$ cat src/rtl/composer_pkg.sv
// rtl/composer_pkg.sv - register map, display mode encodings and reset constants for the layer composer
package composer_pkg;

  localparam logic [4:0] REG_CTRL   = 5'd0;
  localparam logic [4:0] REG_HSCALE = 5'd1;
  localparam logic [4:0] REG_BORDER = 5'd2;
  localparam logic [4:0] REG_HSTART = 5'd3;
  localparam logic [4:0] REG_HSTOP  = 5'd4;

  typedef enum logic [1:0] {
    MODE_OFF  = 2'd0,
    MODE_VGA  = 2'd1,
    MODE_NTSC = 2'd2,
    MODE_RGBI = 2'd3
  } mode_e;

  localparam logic [2:0] CTRL_RST   = 3'd0;
  localparam logic [7:0] BORDER_RST = 8'd0;
  localparam logic [7:0] HSTART_RST = 8'd0;

endpackage

$ cat src/rtl/layer_priority_mux.sv
// rtl/layer_priority_mux.sv - combinational Z-ordered merge of N layers and one sprite pixel
module layer_priority_mux #(
  parameter int NUM_LAYERS = 2,
  parameter int Z_W        = 2
) (
  input  logic [8*NUM_LAYERS-1:0] i_layer_data,
  input  logic [NUM_LAYERS-1:0]   i_layer_en,
  input  logic                    i_sprite_en,
  input  logic [7:0]              i_sprite_colour,
  input  logic [Z_W-1:0]          i_sprite_z,
  output logic [7:0]              o_pixel
);

  logic w_sprite_vis;
  assign w_sprite_vis = i_sprite_en && (i_sprite_colour != 8'd0) && (i_sprite_z != '0);

  // Paint bottom to top; a sprite with Z=i+1 sits just beneath layer i, Z above N is on top
  always_comb begin
    o_pixel = 8'd0;
    for (int i = 0; i < NUM_LAYERS; i++) begin
      if (w_sprite_vis && (i_sprite_z == Z_W'(i + 1)))
        o_pixel = i_sprite_colour;
      if (i_layer_en[i] && (i_layer_data[8*i +: 8] != 8'd0))
        o_pixel = i_layer_data[8*i +: 8];
    end
    if (w_sprite_vis && ({1'b0, i_sprite_z} >= (Z_W+1)'(NUM_LAYERS + 1)))
      o_pixel = i_sprite_colour;
  end

endmodule

$ cat src/rtl/layer_composer.sv
// rtl/layer_composer.sv - per-pixel compositor with scaled X stepping, active window and sprite clear
module layer_composer
  import composer_pkg::*;
#(
  parameter int NUM_LAYERS = 2,
  parameter int Z_W        = 2,
  parameter int LB_IDX_W   = 10,
  parameter int LINE_W     = 640,
  parameter int LINE_IDX_W = 9,
  parameter int FRAC_W     = 7
) (
  input  logic                    clk,
  input  logic                    rst_n,
  input  logic [4:0]              regs_addr,
  input  logic [7:0]              regs_wrdata,
  output logic [7:0]              regs_rddata,
  input  logic                    regs_write,
  output logic [LINE_IDX_W-1:0]   layer_line_idx,
  output logic                    layer_render_start,
  input  logic [NUM_LAYERS-1:0]   layer_enabled,
  output logic [LB_IDX_W-1:0]     layer_lb_rdidx,
  input  logic [8*NUM_LAYERS-1:0] layer_lb_rddata,
  input  logic                    sprites_enabled,
  input  logic [15:0]             sprites_lb_rddata,
  output logic [LB_IDX_W-1:0]     sprites_lb_wridx,
  output logic [15:0]             sprites_lb_wrdata,
  output logic                    sprites_lb_wren,
  input  logic [LINE_IDX_W-1:0]   display_line_idx,
  input  logic                    display_start_of_screen,
  input  logic                    display_start_of_line,
  input  logic                    display_next_pixel,
  output logic [7:0]              display_data,
  output logic [1:0]              display_mode,
  output logic                    chroma_disable
);

  localparam int X_W   = LB_IDX_W + FRAC_W;
  localparam int COL_W = $clog2(LINE_W + 1);
  localparam int CMP_W = ((COL_W > 10) ? COL_W : 10) + 1;
  localparam logic [7:0] HSCALE_RST = 8'(1 << FRAC_W);
  localparam logic [7:0] HSTOP_RST  = 8'(LINE_W / 4);

  logic [2:0]          r_ctrl;
  logic [7:0]          r_hscale, r_border, r_hstart, r_hstop;
  logic [7:0]          r_hscale_sh, r_hstart_sh, r_hstop_sh;
  logic                r_render_start;
  logic [COL_W-1:0]    r_col;
  logic [X_W-1:0]      r_x;
  logic                r_pend, r_wren;
  logic [LB_IDX_W-1:0] r_wridx;
  logic [7:0]          r_data;

  mode_e               w_mode;
  logic                w_half, w_in_win, w_pixel;
  logic [7:0]          w_scale, w_mux;
  logic [LB_IDX_W-1:0] w_rdidx;
  logic                w_unused;

  assign w_mode   = mode_e'(r_ctrl[1:0]);
  assign w_half   = (w_mode == MODE_NTSC) || (w_mode == MODE_RGBI);
  assign w_scale  = w_half ? {1'b0, r_hscale_sh[7:1]} : r_hscale_sh;
  assign w_rdidx  = r_x[X_W-1:FRAC_W];
  assign w_pixel  = display_next_pixel && !display_start_of_line;
  assign w_in_win = (CMP_W'(r_col) >= CMP_W'({r_hstart_sh, 2'b00}))
                 && (CMP_W'(r_col) <  CMP_W'({r_hstop_sh, 2'b00}))
                 && (CMP_W'(r_col) <  CMP_W'(LINE_W));
  assign w_unused = &{1'b0, sprites_lb_rddata[15:8+Z_W]};

  assign layer_line_idx     = display_line_idx;
  assign layer_render_start = r_render_start;
  assign layer_lb_rdidx     = w_rdidx;
  assign sprites_lb_wridx   = r_wridx;
  assign sprites_lb_wrdata  = 16'h0000;
  assign sprites_lb_wren    = r_wren;
  assign display_data       = r_data;
  assign display_mode       = r_ctrl[1:0];
  assign chroma_disable     = r_ctrl[2];

  // Register file writes
  always_ff @(posedge clk or negedge rst_n) begin
    if (!rst_n) begin
      r_ctrl   <= CTRL_RST;
      r_hscale <= HSCALE_RST;
      r_border <= BORDER_RST;
      r_hstart <= HSTART_RST;
      r_hstop  <= HSTOP_RST;
    end else if (regs_write) begin
      case (regs_addr)
        REG_CTRL:   r_ctrl   <= regs_wrdata[2:0];
        REG_HSCALE: r_hscale <= regs_wrdata;
        REG_BORDER: r_border <= regs_wrdata;
        REG_HSTART: r_hstart <= regs_wrdata;
        REG_HSTOP:  r_hstop  <= regs_wrdata;
        default: ;
      endcase
    end
  end

  // Register readback, combinational
  always_comb begin
    regs_rddata = 8'h00;
    case (regs_addr)
      REG_CTRL:   regs_rddata = {5'b0, r_ctrl};
      REG_HSCALE: regs_rddata = r_hscale;
      REG_BORDER: regs_rddata = r_border;
      REG_HSTART: regs_rddata = r_hstart;
      REG_HSTOP:  regs_rddata = r_hstop;
      default:    regs_rddata = 8'h00;
    endcase
  end

  // Frame-aligned shadows so geometry never changes mid-frame
  always_ff @(posedge clk or negedge rst_n) begin
    if (!rst_n) begin
      r_hscale_sh <= HSCALE_RST;
      r_hstart_sh <= HSTART_RST;
      r_hstop_sh  <= HSTOP_RST;
    end else if (display_start_of_screen) begin
      r_hscale_sh <= r_hscale;
      r_hstart_sh <= r_hstart;
      r_hstop_sh  <= r_hstop;
    end
  end

  // Column and fractional X counters; line start wins over a coincident pixel strobe
  always_ff @(posedge clk or negedge rst_n) begin
    if (!rst_n) begin
      r_col          <= '0;
      r_x            <= '0;
      r_render_start <= 1'b0;
    end else begin
      r_render_start <= display_start_of_line;
      if (display_start_of_line) begin
        r_col <= '0;
        r_x   <= '0;
      end else if (display_next_pixel) begin
        if (w_in_win && (w_rdidx < LB_IDX_W'(LINE_W - 1)))
          r_x <= r_x + X_W'(w_scale);
        if (r_col != COL_W'(LINE_W))
          r_col <= r_col + COL_W'(1);
      end
    end
  end

  // Pixel pipeline stage: remember window state and read index for the clear write
  always_ff @(posedge clk or negedge rst_n) begin
    if (!rst_n) begin
      r_pend  <= 1'b0;
      r_wren  <= 1'b0;
      r_wridx <= '0;
    end else begin
      r_pend <= w_pixel;
      r_wren <= w_pixel && w_in_win;
      if (w_pixel)
        r_wridx <= w_rdidx;
    end
  end

  // Output register: composed colour inside the window, border colour outside
  always_ff @(posedge clk or negedge rst_n) begin
    if (!rst_n)
      r_data <= 8'd0;
    else if (r_pend)
      r_data <= r_wren ? w_mux : r_border;
  end

  layer_priority_mux #(
    .NUM_LAYERS (NUM_LAYERS),
    .Z_W        (Z_W)
  ) u_priority_mux (
    .i_layer_data    (layer_lb_rddata),
    .i_layer_en      (layer_enabled),
    .i_sprite_en     (sprites_enabled),
    .i_sprite_colour (sprites_lb_rddata[7:0]),
    .i_sprite_z      (sprites_lb_rddata[8 +: Z_W]),
    .o_pixel         (w_mux)
  );

endmodule

$ cat config.mk
export PLATFORM = sky130hd
export DESIGN_NAME = layer_composer
export DESIGN_NICKNAME = d
export VERILOG_FILES = /design/src/rtl/composer_pkg.sv /design/src/rtl/layer_priority_mux.sv /design/src/rtl/layer_composer.sv
export SDC_FILE = /design/constraint.sdc
export NUM_CORES = 1
export LEC_CHECK = 0
export BUFFER_PORTS_ARGS = -buffer_cell sky130_fd_sc_hd__buf_2
export CORE_MARGIN = 2
export CORE_UTILIZATION = 50
export DETAILED_ROUTE_END_ITERATION = 6
export GPL_TIMING_DRIVEN = 0
export MAX_ROUTING_LAYER = met4
export PLACE_DENSITY = 0.83
export SKIP_CTS_REPAIR_TIMING = 1
export SYNTH_ARGS = -nofsm -noshare
export SYNTH_HDL_FRONTEND = slang
export SYNTH_SLANG_ARGS = --single-unit
export TNS_END_PERCENT = 5
$ cat constraint.sdc
create_clock -name clk -period 2.6 [get_ports clk]
set_input_delay 0.52 -clock clk [delete_from_list [all_inputs] [get_ports clk]]
set_output_delay 0.52 -clock clk [all_outputs]
set_load 0.01 [all_outputs]
==> results of run 1 <==
## metal layers
layer | part of all wire | vias to the layer above
li1 | - | 2227
met5 | 0 | -
met1 | 0.43 | 2404
met4 | 0.019 | 0
met2 | 0.51 | 157
met3 | 0.045 | 29
## critical path: stages (launching register included)
cell     delay, ns
dfrtp_1       0.40
buf_8         0.14
mux2_4        0.21
ha_4          0.13
inv_2         0.04
fa_2          0.37
inv_2         0.06
a21o_1        0.14
a41o_1        0.27
a31oi_4       0.16
or4b_4        0.51
a21oi_2       0.13
## flip-flops by register name, summed over array words and instances (netlist names), 3 cells and up
name              flops
r_hstart              8
r_border              8
r_hscale              8
sprites_lb_wridx     10
r_col                10
r_hstop               8
r_ctrl                3
r_hstart_sh           8
r_hstop_sh            8
display_data          8
r_x                  17
r_hscale_sh           8
## cells by family (layout without fill, tap and decap cells)
family	after synthesis	after routing
other	1	16
AO/OA/AOI/OAI	139	139
XOR/XNOR	13	13
flip-flops	107	107
multiplexers	63	63
buffers and inverters	87	202
AND/OR/NAND/NOR	122	122
adder cells (fa/ha/maj)	29	29
## Yosys cell counts (4+ instances only)
cell type / number / area [µm²]
o31ai_1: 14 / 105
inv_1: 37 / 139
nand4_1: 5 / 31.3
nand2_1: 38 / 143
a221oi_1: 8 / 70.1
o21ai_0: 40 / 200
nor2b_1: 4 / 25.0
a22oi_1: 10 / 75.1
a22o_1: 10 / 87.6
ha_1: 28 / 350
xnor2_1: 6 / 52.6
buf_4: 35 / 263
or4_1: 14 / 105
xor2_1: 7 / 61.3
a21oi_1: 27 / 135
mux2_2: 63 / 709
or3_1: 4 / 25.0
nand3_1: 10 / 50.1
clkbuf_1: 13 / 48.8
dfstp_2: 6 / 158
dfrtp_1: 101 / 2530
nor2_1: 31 / 116
a21o_1: 6 / 45.0
## final cells by class
class                           count  area (µm²)
Sequential cell                   107        2690
Multi-Input combinational cell    382        2940
Fill cell                         902        4360
Tap cell                          143         179
Clock inverter                      6        56.3
Clock buffer                       10         239
Buffer                             50         338
Inverter                           37         139
Timing Repair Buffer               99         531
## worst min path at each step
stage                     slack (ns)                   to                start
final                           0.17  sprites_lb_wridx[7]                rst_n
after global routing            0.20              r_x[15]                rst_n
after CTS                       0.18  sprites_lb_wridx[5]                rst_n
after detailed placement        0.47  sprites_lb_wridx[9]  sprites_lb_wridx[9]
after global placement          0.47  sprites_lb_wridx[9]  sprites_lb_wridx[9]
after floorplan                 0.22      display_data[0]                rst_n
## power breakdown
part           total, mW  switching [mW]  leakage, nW  internal [mW]
clock               1.36           0.664        0.143          0.697
sequential          2.06           0.166         1.39           1.89
combinational      0.961           0.506         1.93          0.456
## stage by stage
stage               setup TNS, ns  cells
detailed placement          -1.10    814
global placement            -7.36    813
global route               -0.346    834
floorplan                       0    576
CTS                         -1.55    830
finish                    -0.0237    834
==> flow_summary_export.csv, run 1 <==
group,metric,value,unit
route,route.antenna.remaining_nets,0,
global_route,grt.met2_usage,0.391,
floorplanning,core_area,11500,µm²
worst_setup_path,rr_endpoint,"r_x[16]",
place,gp_congestion,0.859,
clock_network,max-clock-path-buffers,2,
pwr,ir_worst_vdd,417,µV
floorplanning,dieArea,12700,µm²
floorplanning,row_count,39,
route,drc,0,
clock_network,tritoncts,"done",
place,detailedPlacementHpwl,10.6,mm
floorplanning,initial_utilization,0.513,
pwr,power.total,4.38,mW
worst_hold_path,worstHoldPathType,"primary input to asynchronous set/reset pin",
floorplanning,chipWidth,113,µm
logic_synthesis,post_synth.cell_area_avg,10.5,µm²
logic_synthesis,combinational_family_with_the_most_area_after_synthesis,"compound AO/OA/AOI/OAI gates",
flow_run,maxCapViolations,0,
global_route,total_routing_usage_gr,0.238,
logic_synthesis,netlist_instances,561,
logic_synthesis,yosysUniqueCellTypes,54,
pwr,power_density,616,nW/µm²
global_route,vias_in_the_first_global_route,4877,
global_route,grt_pass1_wl,23.7,mm
clock_network,cts.reportedPaths.clkPinSlew,0.08,ns
floorplanning,die_h,113,µm
global_route,grt.overflow.total,0,
worst_setup_path,timing.reg2reg.worst_path_depth,11,
finish,layout.cells.most_common_list,"99 x dfrtp_1, 93 x buf_2, 62 x mux2_2, 40 x o21ai_0, 40 x buf_4",
sta,achievable-frequency,381,MHz
logic_synthesis,synth_compound_gate_area_share,0.157,
finish,mostFrequentLayoutCell,"dfrtp_1",
floorplanning,io_pins,129,
worst_setup_path,critical_path.startpoint,"r_ctrl[1]",
route,postRouteWirelength,14.3,mm
worst_setup_path,reg2reg_slack,-0.02,ns
finish,area.growth.synth_to_final,20.8,%
finish,final_nets,778,
sta,hold-worst-slack,0.167,ns
worst_setup_path,setup.worst_path.end_class,"flip-flop",
logic_synthesis,yosys.area_share.adder,0.0629,
logic_synthesis,async_set_or_reset_register_ratio_after_synthesis,1.00,
worst_setup_path,path_class,"flip-flop to flip-flop",
logic_synthesis,yosys_warnings,0,
route,initialDrtViolationCount,322,
clock_network,number_of_buffers_inserted_during_clock_tree_synthesis,9,
run_status,status,"finished with violations",
logic_synthesis,synth-edff-count,0,
clock_network,clock-root-buffer,"clkbuf_16",
finish,utilization_after_layout,0.620,
sta,final_setup_violations,1,
logic_synthesis,syn_area,5890,µm²
global_route,groute.layer.met1.usage,0.303,
worst_setup_path,critical_path_maximum_fanout,8,
place,post_placement_worst_setup_slack,-0.133,ns
route,initial_drt_pass_iterations,5,
pwr,cellLeakagePower,3.46,nW
sta,timing_worst_slew_pin_value,0.593,ns
clock_network,h-tree-depth,3,
worst_setup_path,crit-reg2reg-launch,"r_ctrl[1]",
place,port-buffer-count,94,
logic_synthesis,yosys_register_bits,107,
worst_setup_path,critical_path.startpoint_type,"flip-flop",
sta,post-route-min-period,2.62,ns
global_route,grt_start_max_net_pins,65,
sta,worst_slew_margin_rel,0.601,
route,vias,4817,
sta,timing.final.max_slew_violations,0,
worst_setup_path,critPathCapture,"r_x[16]",
finish,antenna-diode-count,0,
finish,stdcell_area,7110,µm²
finish,share_of_final_layout_standard_cells_stronger_than_drive_strength_1,0.356,
sta,report.final.hold_viol_count,0,
route,avgViaCountPerCell,5.78,
place,dpl-instance-area,6650,µm²
logic_synthesis,synthMuxAreaShare,0.121,
worst_setup_path,critPathArrivalTime,2.91,ns
logic_synthesis,synth-main-ff-cell,"dfrtp_1",
global_route,antenna_found_initial,0,
clock_network,insertion_delay,0.36,ns
worst_setup_path,timing.critical_path.required,2.89,ns
logic_synthesis,synth-seq-area-share,0.456,
sta,final.setup_skew,0.00816,ns
run_status,violations,"setup timing",
clock_network,numClockSinks,107,
sta,grt_setup_unrepaired,"yes",
route,avgRoutedWirePerCell,17.2,µm
global_route,grt.busiest_layer,"met2",
logic_synthesis,yosys.area_share.simple,0.105,
sta,period_share,1.01,
global_route,grt_util_met3,0.0524,
logic_synthesis,yosys.area_share.xor_xnor,0.0193,
sta,fin_ws,-0.0237,ns
Power figures use the tool's default switching activity.
==> run 2: changes to the inputs <==
--- a/config.mk
+++ b/config.mk
@@ -9,10 +9,10 @@
 export CORE_MARGIN = 2
 export CORE_UTILIZATION = 50
 export DETAILED_ROUTE_END_ITERATION = 6
-export GPL_TIMING_DRIVEN = 0
 export MAX_ROUTING_LAYER = met4
 export PLACE_DENSITY = 0.83
 export SKIP_CTS_REPAIR_TIMING = 1
+export SLEW_MARGIN = 0
 export SYNTH_ARGS = -nofsm -noshare
 export SYNTH_HDL_FRONTEND = slang
 export SYNTH_SLANG_ARGS = --single-unit
==> run 2 against run 1 <==
The flow now finishes without violations; cell area is 4.2% lower; combinational power is 6.6% lower; worst hold slack worse by 0.053 ns; die area stayed put; clock power is 6% lower; maximum frequency is 3.1% higher; first-iteration DRC count is 8.1% lower; register-to-register slack better by 0.08 ns; largest cell class unchanged.
==> flow_summary_export.csv, run 2 (synthesis gave the netlist of run 1 again) <==
group,metric,value,unit
worst_setup_path,critical_path_depth,9,
route,avgRoutedWirePerCell,17.2,µm
clock_network,numClockSinks,107,
sta,worst_slew_margin_rel,0.423,
worst_setup_path,timing.critical_path.required,2.86,ns
pwr,power_density,624,nW/µm²
flow_run,maxCapViolations,0,
worst_setup_path,critPathSlowestCell,"dfrtp_2",
worst_setup_path,crit-reg2reg-launch,"r_ctrl[1]",
route,route.antenna.remaining_nets,0,
worst_setup_path,timing.reg2reg.worst_path_depth,9,
route,avgViaCountPerCell,5.76,
run_status,status,"finished, final reports clean",
worst_setup_path,critPathCapture,"r_x[8]",
clock_network,cts.reportedPaths.clkPinSlew,0.07,ns
sta,achievable-frequency,393,MHz
sta,timing.setup.tns,0,ns
finish,top_register,"r_x",
pwr,ir_worst_vdd,490,µV
worst_setup_path,cp_num_buf_inv,1,
worst_setup_path,critical_path.startpoint,"r_ctrl[1]",
global_route,groute.layer.met1.usage,0.300,
global_route,total_routing_usage_gr,0.228,
route,vias,4604,
sta,period_share,0.978,
clock_network,max-clock-path-buffers,2,
floorplanning,initial_utilization,0.513,
route,initial_drt_pass_iterations,5,
sta,final.setup_skew,0.00850,ns
sta,timing.final.max_slew_violations,0,
floorplanning,die_h,113,µm
worst_hold_path,worstHoldPathType,"primary input to asynchronous set/reset pin",
sta,post-route-min-period,2.54,ns
global_route,grt_pass1_wl,22.6,mm
worst_setup_path,setup.worst_path.end_class,"flip-flop",
global_route,grt.overflow.total,0,
sta,grt_setup_unrepaired,"yes",
floorplanning,dieArea,12700,µm²
finish,mostFrequentLayoutCell,"dfrtp_1",
worst_setup_path,path_class,"flip-flop to flip-flop",
worst_setup_path,cpLargestDelayFamily,"compound AO/OA/AOI/OAI gates",
sta,final_setup_violations,0,
place,gp_congestion,0.892,
worst_setup_path,rr_endpoint,"r_x[8]",
worst_setup_path,critical_path_maximum_fanout,6,
route,initialDrtViolationCount,296,
worst_setup_path,cp_common_cell,"a21oi_1",
clock_network,clock-root-buffer,"clkbuf_16",
floorplanning,io_pins,129,
floorplanning,row_count,39,
place,dpl-instance-area,6430,µm²
finish,final_nets,744,
clock_network,h-tree-depth,3,
sta,timing_worst_slew_pin_value,0.862,ns
worst_setup_path,crit_path_max_incr_delay,0.42,ns
sta,report.final.hold_viol_count,0,
floorplanning,chipWidth,113,µm
global_route,grt_util_met3,0.0481,
finish,share_of_final_layout_standard_cells_stronger_than_drive_strength_1,0.332,
global_route,grt.met2_usage,0.367,
route,drc,0,
worst_setup_path,cp_cell_sequence,"buf_4 > mux2_2 > ha_1 > a21oi_1 > nand2_1 > a41o_4 > a31oi_2 > o21ai_0 > a21oi_1",
clock_network,insertion_delay,0.35,ns
floorplanning,core_area,11500,µm²
global_route,grt_start_max_net_pins,46,
worst_setup_path,critical_path.startpoint_type,"flip-flop",
worst_setup_path,critPathArrivalTime,2.81,ns
finish,area.growth.synth_to_final,15.7,%
finish,stdcell_area,6810,µm²
clock_network,number_of_buffers_inserted_during_clock_tree_synthesis,9,
finish,layoutNonFillerInstCount,800,
finish,antenna-diode-count,0,
global_route,grt.busiest_layer,"met2",
place,detailedPlacementHpwl,10.3,mm
route,postRouteWirelength,13.8,mm
global_route,vias_in_the_first_global_route,4621,
clock_network,tritoncts,"done",
finish,largest_register_ffs,17,
pwr,power.total,4.25,mW
place,cells_after_dpl,778,
finish,layout.cells.most_common_list,"100 x dfrtp_1, 87 x buf_2, 62 x mux2_2, 40 x o21ai_0, 37 x nand2_1",
worst_setup_path,reg2reg_slack,0.06,ns
place,port-buffer-count,88,
pwr,cellLeakagePower,3.31,nW
global_route,antenna_found_initial,0,
==> run 2: cell types whose count changed in the layout (fill, tap and decap cells not counted), moves of 2 or more <==
cell and change:
buf_2 -6, inv_8 -2, ha_4 -2, buf_4 -14
clkbuf_1 -11, nor4_4 -2, clkinv_2 +2
==> run 2: power breakdown <==
part | switching (mW) | internal, mW
combinational | 0.478 | 0.420
clock | 0.583 | 0.701
sequential | 0.170 | 1.90
total | 1.23 | 3.02
==> run 2: worst min-delay path by stage <==
stage                             start             endpoint  slack [ns]  cells past startpoint
floorplan                         rst_n      display_data[0]        0.22                      0
global placement    sprites_lb_wridx[9]  sprites_lb_wridx[9]        0.47                      2
detailed placement  sprites_lb_wridx[4]  sprites_lb_wridx[4]        0.47                      2
CTS                               rst_n  sprites_lb_wridx[1]        0.12                      1
global route                      rst_n  sprites_lb_wridx[1]        0.15                      1
finish                            rst_n  sprites_lb_wridx[1]        0.11                      1
==> run 2: layout make-up <==
class,instances,area (µm²)
fill,935,4660
tap,143,179
inverter,37,139
clock buffer,12,256
multi-input combinational,383,2870
sequential,107,2690
timing repair buffer,114,651
clock inverter,4,26.3
==> run 2: metrics by stage <==
step	hold slack, ns	setup WS [ns]	utilization
2_1_floorplan	0.224	0.0522	-
3_3_place_gp	0.465	0.107	0.560
3_5_place_dp	0.474	0.0368	0.560
4_1_cts	0.120	-0.00235	0.585
5_1_grt	0.147	-0.114	0.594
6_report	0.114	0.0563	0.594
==> run 2: routing by layer <==
metal  part of all wire  wire (µm)
met3              0.042        585
met5                  0          0
met1               0.44       6090
met2               0.50       6950
met4              0.012        162
